<file path="config.mk">
export PLATFORM = sky130hd
export DESIGN_NAME = pixel_stream_pacer
export DESIGN_NICKNAME = d
export VERILOG_FILES = /design/src/rtl/mnist_stream_pkg.sv /design/src/rtl/pixel_stream_pacer_rate_tick_gen.sv /design/src/rtl/pixel_stream_pacer.sv
export SDC_FILE = /design/constraint.sdc
export NUM_CORES = 1
export LEC_CHECK = 0
export BUFFER_PORTS_ARGS = -buffer_cell sky130_fd_sc_hd__buf_4
export CAP_MARGIN = 20
export CORE_ASPECT_RATIO = 1.25
export CORE_UTILIZATION = 45
export CTS_CLUSTER_DIAMETER = 120
export CTS_CLUSTER_SIZE = 14
export DETAILED_ROUTE_END_ITERATION = 6
export PLACE_DENSITY = 0.63
export SLEW_MARGIN = 15
export SYNTH_ARGS = -nofsm -noshare
export SYNTH_HDL_FRONTEND = slang
export SYNTH_SLANG_ARGS = --single-unit
</file>
<file path="constraint.sdc">
create_clock -name clk_i -period 4.9 [get_ports clk_i]
set_input_delay 0.49 -clock clk_i [delete_from_list [all_inputs] [get_ports clk_i]]
set_output_delay 0.49 -clock clk_i [all_outputs]
set_load 0.03 [all_outputs]
</file>
<file path="src/rtl/mnist_stream_pkg.sv">
// Shared types and constants for the MNIST pixel streaming path.
package mnist_stream_pkg;

   localparam int unsigned FRAME_LEN = 784;
   localparam int unsigned PIX_W     = 8;

   typedef enum logic [1:0] {
      IDLE = 2'd0,
      RUN  = 2'd1,
      DONE = 2'd2
   } pacer_state_t;

   // Width of a counter that must hold values 0..n-1; never narrower than 1 bit.
   function automatic int unsigned cnt_w(input int unsigned n);
      return (n > 1) ? $clog2(n) : 1;
   endfunction

   localparam int unsigned PIX_CNT_W = cnt_w(FRAME_LEN + 1);

endpackage

</file>
<file path="src/rtl/pixel_stream_pacer_rate_tick_gen.sv">
// Clock-enable tick generator: one tick every DIV cycles while enabled.
// The counter is held at zero while disabled, so the first tick arrives
// DIV cycles after enable rises.
module rate_tick_gen #(
   parameter int unsigned DIV = 5
) (
   input  logic clk_i,
   input  logic rstn_i,
   input  logic en_i,
   output logic tick_o
);
   import mnist_stream_pkg::*;

   localparam int unsigned   CW   = cnt_w(DIV);
   localparam logic [CW-1:0] LAST = CW'(DIV - 1);

   logic [CW-1:0] tick_cnt;

   // Free-running modulo-DIV counter, cleared whenever the enable drops.
   always_ff @(posedge clk_i) begin
      if (rstn_i || !en_i) begin
         tick_cnt <= '0;
      end else if (tick_cnt == LAST) begin
         tick_cnt <= '0;
      end else begin
         tick_cnt <= tick_cnt + 1'b1;
      end
   end

   assign tick_o = en_i && (tick_cnt == LAST);

endmodule

</file>
<file path="src/rtl/pixel_stream_pacer.sv">
// Rate-paced pixel streamer: forwards one frame of FRAME_LEN pixels from a
// valid/ready source to a valid/ready sink at most one pixel per DIV cycles.
// rstn_i is a synchronous, active-high reset.
// Optional feature macro: PACER_UNDERRUN_CNT_EN adds underrun_cnt_o.
module pixel_stream_pacer #(
   parameter int unsigned DIV       = 5,
   parameter int unsigned DATA_W    = mnist_stream_pkg::PIX_W,
   parameter int unsigned FRAME_LEN = mnist_stream_pkg::FRAME_LEN
) (
   input  logic              clk_i,
   input  logic              rstn_i,
   input  logic              start_i,
   input  logic              s_valid_i,
   input  logic [DATA_W-1:0] s_data_i,
   output logic              s_ready_o,
   output logic              m_valid_o,
   output logic [DATA_W-1:0] m_data_o,
   output logic              m_last_o,
   input  logic              m_ready_i,
   output logic              busy_o,
   output logic              done_o
`ifdef PACER_UNDERRUN_CNT_EN
   ,
   output logic [15:0]       underrun_cnt_o
`endif
);
   import mnist_stream_pkg::*;

   localparam int unsigned PC_W = mnist_stream_pkg::cnt_w(FRAME_LEN + 1);

   pacer_state_t      state, next_state;
   logic              run;
   logic              tick;
   logic              tick_pend;
   logic              hold_valid;
   logic [DATA_W-1:0] hold_data;
   logic [PC_W-1:0]   pix_cnt;
   logic [PC_W-1:0]   load_idx;
   logic              m_hs;
   logic              load;
   logic              capture;

   assign run     = (state == RUN);
   assign m_hs    = m_valid_o && m_ready_i;
   assign load    = (tick || tick_pend) && hold_valid && (!m_valid_o || m_ready_i);
   assign capture = s_valid_i && s_ready_o;
   // pix_cnt counts completed handshakes; a pixel leaving in the same cycle
   // as a load shifts the loaded pixel's index by one.
   assign load_idx = pix_cnt + PC_W'(m_hs);

   rate_tick_gen #(
      .DIV (DIV)
   ) u_tick (
      .clk_i  (clk_i),
      .rstn_i (rstn_i),
      .en_i   (run),
      .tick_o (tick)
   );

   // State register.
   always_ff @(posedge clk_i) begin
      if (rstn_i) state <= IDLE;
      else        state <= next_state;
   end

   // Next-state decode: start only honoured in IDLE, frame ends on last handshake.
   always_comb begin
      next_state = state;
      unique case (state)
         IDLE:    if (start_i) next_state = RUN;
         RUN:     if (m_hs && m_last_o) next_state = DONE;
         DONE:    next_state = IDLE;
         default: next_state = IDLE;
      endcase
   end

   // FSM-derived outputs; ready also asserts while the hold register is being
   // drained this cycle so that DIV=1 sustains one pixel per clock.
   always_comb begin
      busy_o    = run;
      done_o    = (state == DONE);
      s_ready_o = run && (!hold_valid || load);
   end

   // Hold register, tick credit and frame pixel counter.
   always_ff @(posedge clk_i) begin
      if (rstn_i) begin
         hold_valid <= 1'b0;
         hold_data  <= '0;
         tick_pend  <= 1'b0;
         pix_cnt    <= '0;
      end else if (!run) begin
         hold_valid <= 1'b0;
         tick_pend  <= 1'b0;
         pix_cnt    <= '0;
      end else begin
         if (capture) begin
            hold_data  <= s_data_i;
            hold_valid <= 1'b1;
         end else if (load) begin
            hold_valid <= 1'b0;
         end
         if (load)      tick_pend <= 1'b0;
         else if (tick) tick_pend <= 1'b1;
         if (m_hs) pix_cnt <= pix_cnt + 1'b1;
      end
   end

   // Output register: held stable until accepted, refilled without a bubble.
   always_ff @(posedge clk_i) begin
      if (rstn_i) begin
         m_valid_o <= 1'b0;
         m_data_o  <= '0;
         m_last_o  <= 1'b0;
      end else if (load) begin
         m_valid_o <= 1'b1;
         m_data_o  <= hold_data;
         m_last_o  <= (load_idx == PC_W'(FRAME_LEN - 1));
      end else if (m_hs) begin
         m_valid_o <= 1'b0;
         m_last_o  <= 1'b0;
      end
   end

`ifdef PACER_UNDERRUN_CNT_EN
   logic [15:0] underrun_cnt;

   // Saturating count of ticks that found no pixel waiting.
   always_ff @(posedge clk_i) begin
      if (rstn_i) begin
         underrun_cnt <= '0;
      end else if (state == IDLE && start_i) begin
         underrun_cnt <= '0;
      end else if (tick && !hold_valid && underrun_cnt != '1) begin
         underrun_cnt <= underrun_cnt + 1'b1;
      end
   end

   assign underrun_cnt_o = underrun_cnt;
`endif

endmodule

</file>
==> results.toml <==
[status]
status = "complete, no violations"

[sta]
period_needed_ns = 2.679
hold_viol_final = 0
drv_slew = 0
setup_viol = 0
worst_clock_skew_ns = 0.004395
max_slew.worst_pin.slew_ns = 0.7682
fmax_ghz = 0.3733
setup_tns_ns = 0
min_period_over_period_pct = 54.66
rsz0062_at_grt = "no"
holdWs_ns = 0.4655
slew_headroom_pct = 48.63

[pwr]
p_sw_mw = 0.1183
p_int_mw = 0.4297
seqPwrFrac_pct = 53.1
power.density_nw_per_um2 = 298.4
power_frac_comb_pct = 5.5
ir_drop_mv = 0.1987
pwr-share-clk_pct = 41.4
swShare_pct = 21.59
power.leakage_nw = 0.7616

[cts]
cts_buffer_depth = 2
clk_latency_ns = 0.28
htreeDepth = 2
cts_resized = 0
path_clk_slew_ns = 0.07
cts_setup_buffers = 0
cts-root-buf = "clkbuf_8"
cts.hold.buffers_added = 0
clkSinkCount = 35
numCtsBuffers = 5
cts_tree = "yes"

[yosys]
synth_edf_count = 0
ys.warnings.count = 0
async_flop_share_pct = 0
ys_ff_latch = 35
synth_nets = 190
syn_inst = 172
synth-main-ff-cell = "dfxtp_1"
ys_seq_area_share_pct = 45.60
synth_area_per_cell_um2 = 8.933
synth.distinct_cells = 34
syn_area_um2 = 1536

[place]
io_buffers = 25
hpwl_um = 2378
gp_congestion = 0.7634
dp_cells = 227

[drt]
vias_per_cell = 5.532
routed_wl_um = 3276
vias = 1300
drc_errors = 0
drtAntennaViolNets = 0
drtPass1Iterations = 6
drt_iter0_drc = 18
routedWlPerCell_um = 13.94

[finish]
final_common_cell = "dfxtp_1"
drive_gt1_share_pct = 17.68
final_cell_mix = "35 x dfxtp_1, 25 x buf_4, 21 x nor2_1"
n_fill_cell = 313
syn2layout_area_growth_pct = 19.54
antenna_cells = 0
nets = 215
stdcell_count = 235

[die]
core_um2 = 3223
initial_utilization_pct = 47.67
ioPinCount = 26
fp-row-count = 23
die_area_um2 = 3654
die_h_um = 67.33
die_w_um = 54.27

[worst_hold_path]
hold_class = "input pin to flop"

[worst_setup_path]
cp-end-kind = "output pin"
worstSetupPathType = "flop to output pin"
path_buf_inv = 2
critical_path.cell_chain = "inv_1, ha_1, and4b_1, o211ai_2, a21boi_0, buf_4"
required_ns = 4.41
crit_family = "compound AO/OA/AOI/OAI gates"
slowest_delay_ns = 0.62
crit_fanout = 12
critPathArrivalTime_ns = 2.19
critical-path-slowest-cell = "o211ai_2"
start_kind = "flop"

[global_routing]
track_usage_pct = 21.28
antenna_found_initial = 0
grt_pass1_vias = 1280
grt.overflow.total = 0
grt_start_max_net_pins = 21
grt_pass1_wl_um = 5513

[flow_run]
drv_cap = 0
-- registers in the layout (all words and copies together), names as in the netlist --
signal           cells
hold_valid           1
hold_data            8
pix_cnt             10
m_last_o             1
tick_pend            1
m_valid_o            1
state                2
m_data_o             8
u_tick.tick_cnt      3
-- cell type report --
type,instances,area [µm²],share of cell area [%]
Multi-Input combinational cell,125,783.3,42.64
Sequential cell,35,700.7,38.15
Timing Repair Buffer,25,187.7,10.22
Clock buffer,8,100.1,5.450
Tap cell,37,46.29,2.520
Inverter,5,18.77,1.022
-- power groups by stage --
stage | Sequential (mW) | Clock (mW) | Combinational (mW)
detailed placement | 0.298 | 0 | 0.0299
global route | 0.291 | 0.247 | 0.0325
floorplan | 0.297 | 0 | 0.0168
finish | 0.291 | 0.227 | 0.0299
global placement | 0.297 | 0 | 0.0290
CTS | 0.291 | 0.233 | 0.0301
-- layer usage --
metal,GRT usage [%],up-vias,wire [µm]
met3,6.081,6,102
met2,39.33,26,1780
met5,0,-,0
li1,-,652,-
met1,20.08,616,1327
met4,11.86,0,65
-- kinds of logic after synthesis --
kind of cell    Yosys count  share of synthesized area [%]
xor+xnor                  8                          4.560
compound gates           37                          14.33
fa+ha+maj                 5                          4.072
buf+inv                  12                          3.420
mux                      10                          6.515
flops                    35                          45.60
simple gates             65                          21.50
-- worst min-delay path, stage by stage --
cell and delay, ns:
buf_4 0.11, nand3_1 0.06, a21oi_1 0.05
-- metrics by stage --
| stage | setup slack (ns) | power [mW] | util (%) | cell area, µm² |
|---|---|---|---|---|
| floorplan | 2.626 | 0.3136 | - | 1536 |
| global placement | 2.601 | 0.3262 | 53.88 | 1737 |
| detailed placement | 2.498 | 0.3275 | 53.88 | 1737 |
| CTS | 2.177 | 0.5542 | 56.99 | 1837 |
| global route | 2.074 | 0.5709 | 56.99 | 1837 |
| finish | 2.222 | 0.5481 | 56.99 | 1837 |
-- path summary, 6_finish.rpt --
check                                         from      endpoint  slack (ns)  cells after the start
worst max-delay path            u_tick.tick_cnt[0]     s_ready_o        2.22                      6
worst min-delay path                   s_data_i[5]  hold_data[5]        0.47                      3
worst max register to register           m_valid_o      m_last_o        2.87                      8
worst min register to register            state[1]      state[0]        0.48                      1
-- cells in the mapped netlist, drive strengths merged (3+ instances only) --
library cell,count,area (µm²)
and2,4,25.02
nand3,11,55.05
o21ai,13,65.06
xor2,6,52.55
buf,4,22.52
ha,5,62.56
or3,3,18.77
dfxtp,35,700.7
nand2,11,41.29
nor2,21,78.83
nand4,4,25.02
inv,5,18.77
a21oi,14,70.07
mux2i,10,100.1
clkbuf,3,11.26
Note: power is estimated with default switching activity, not from simulation.
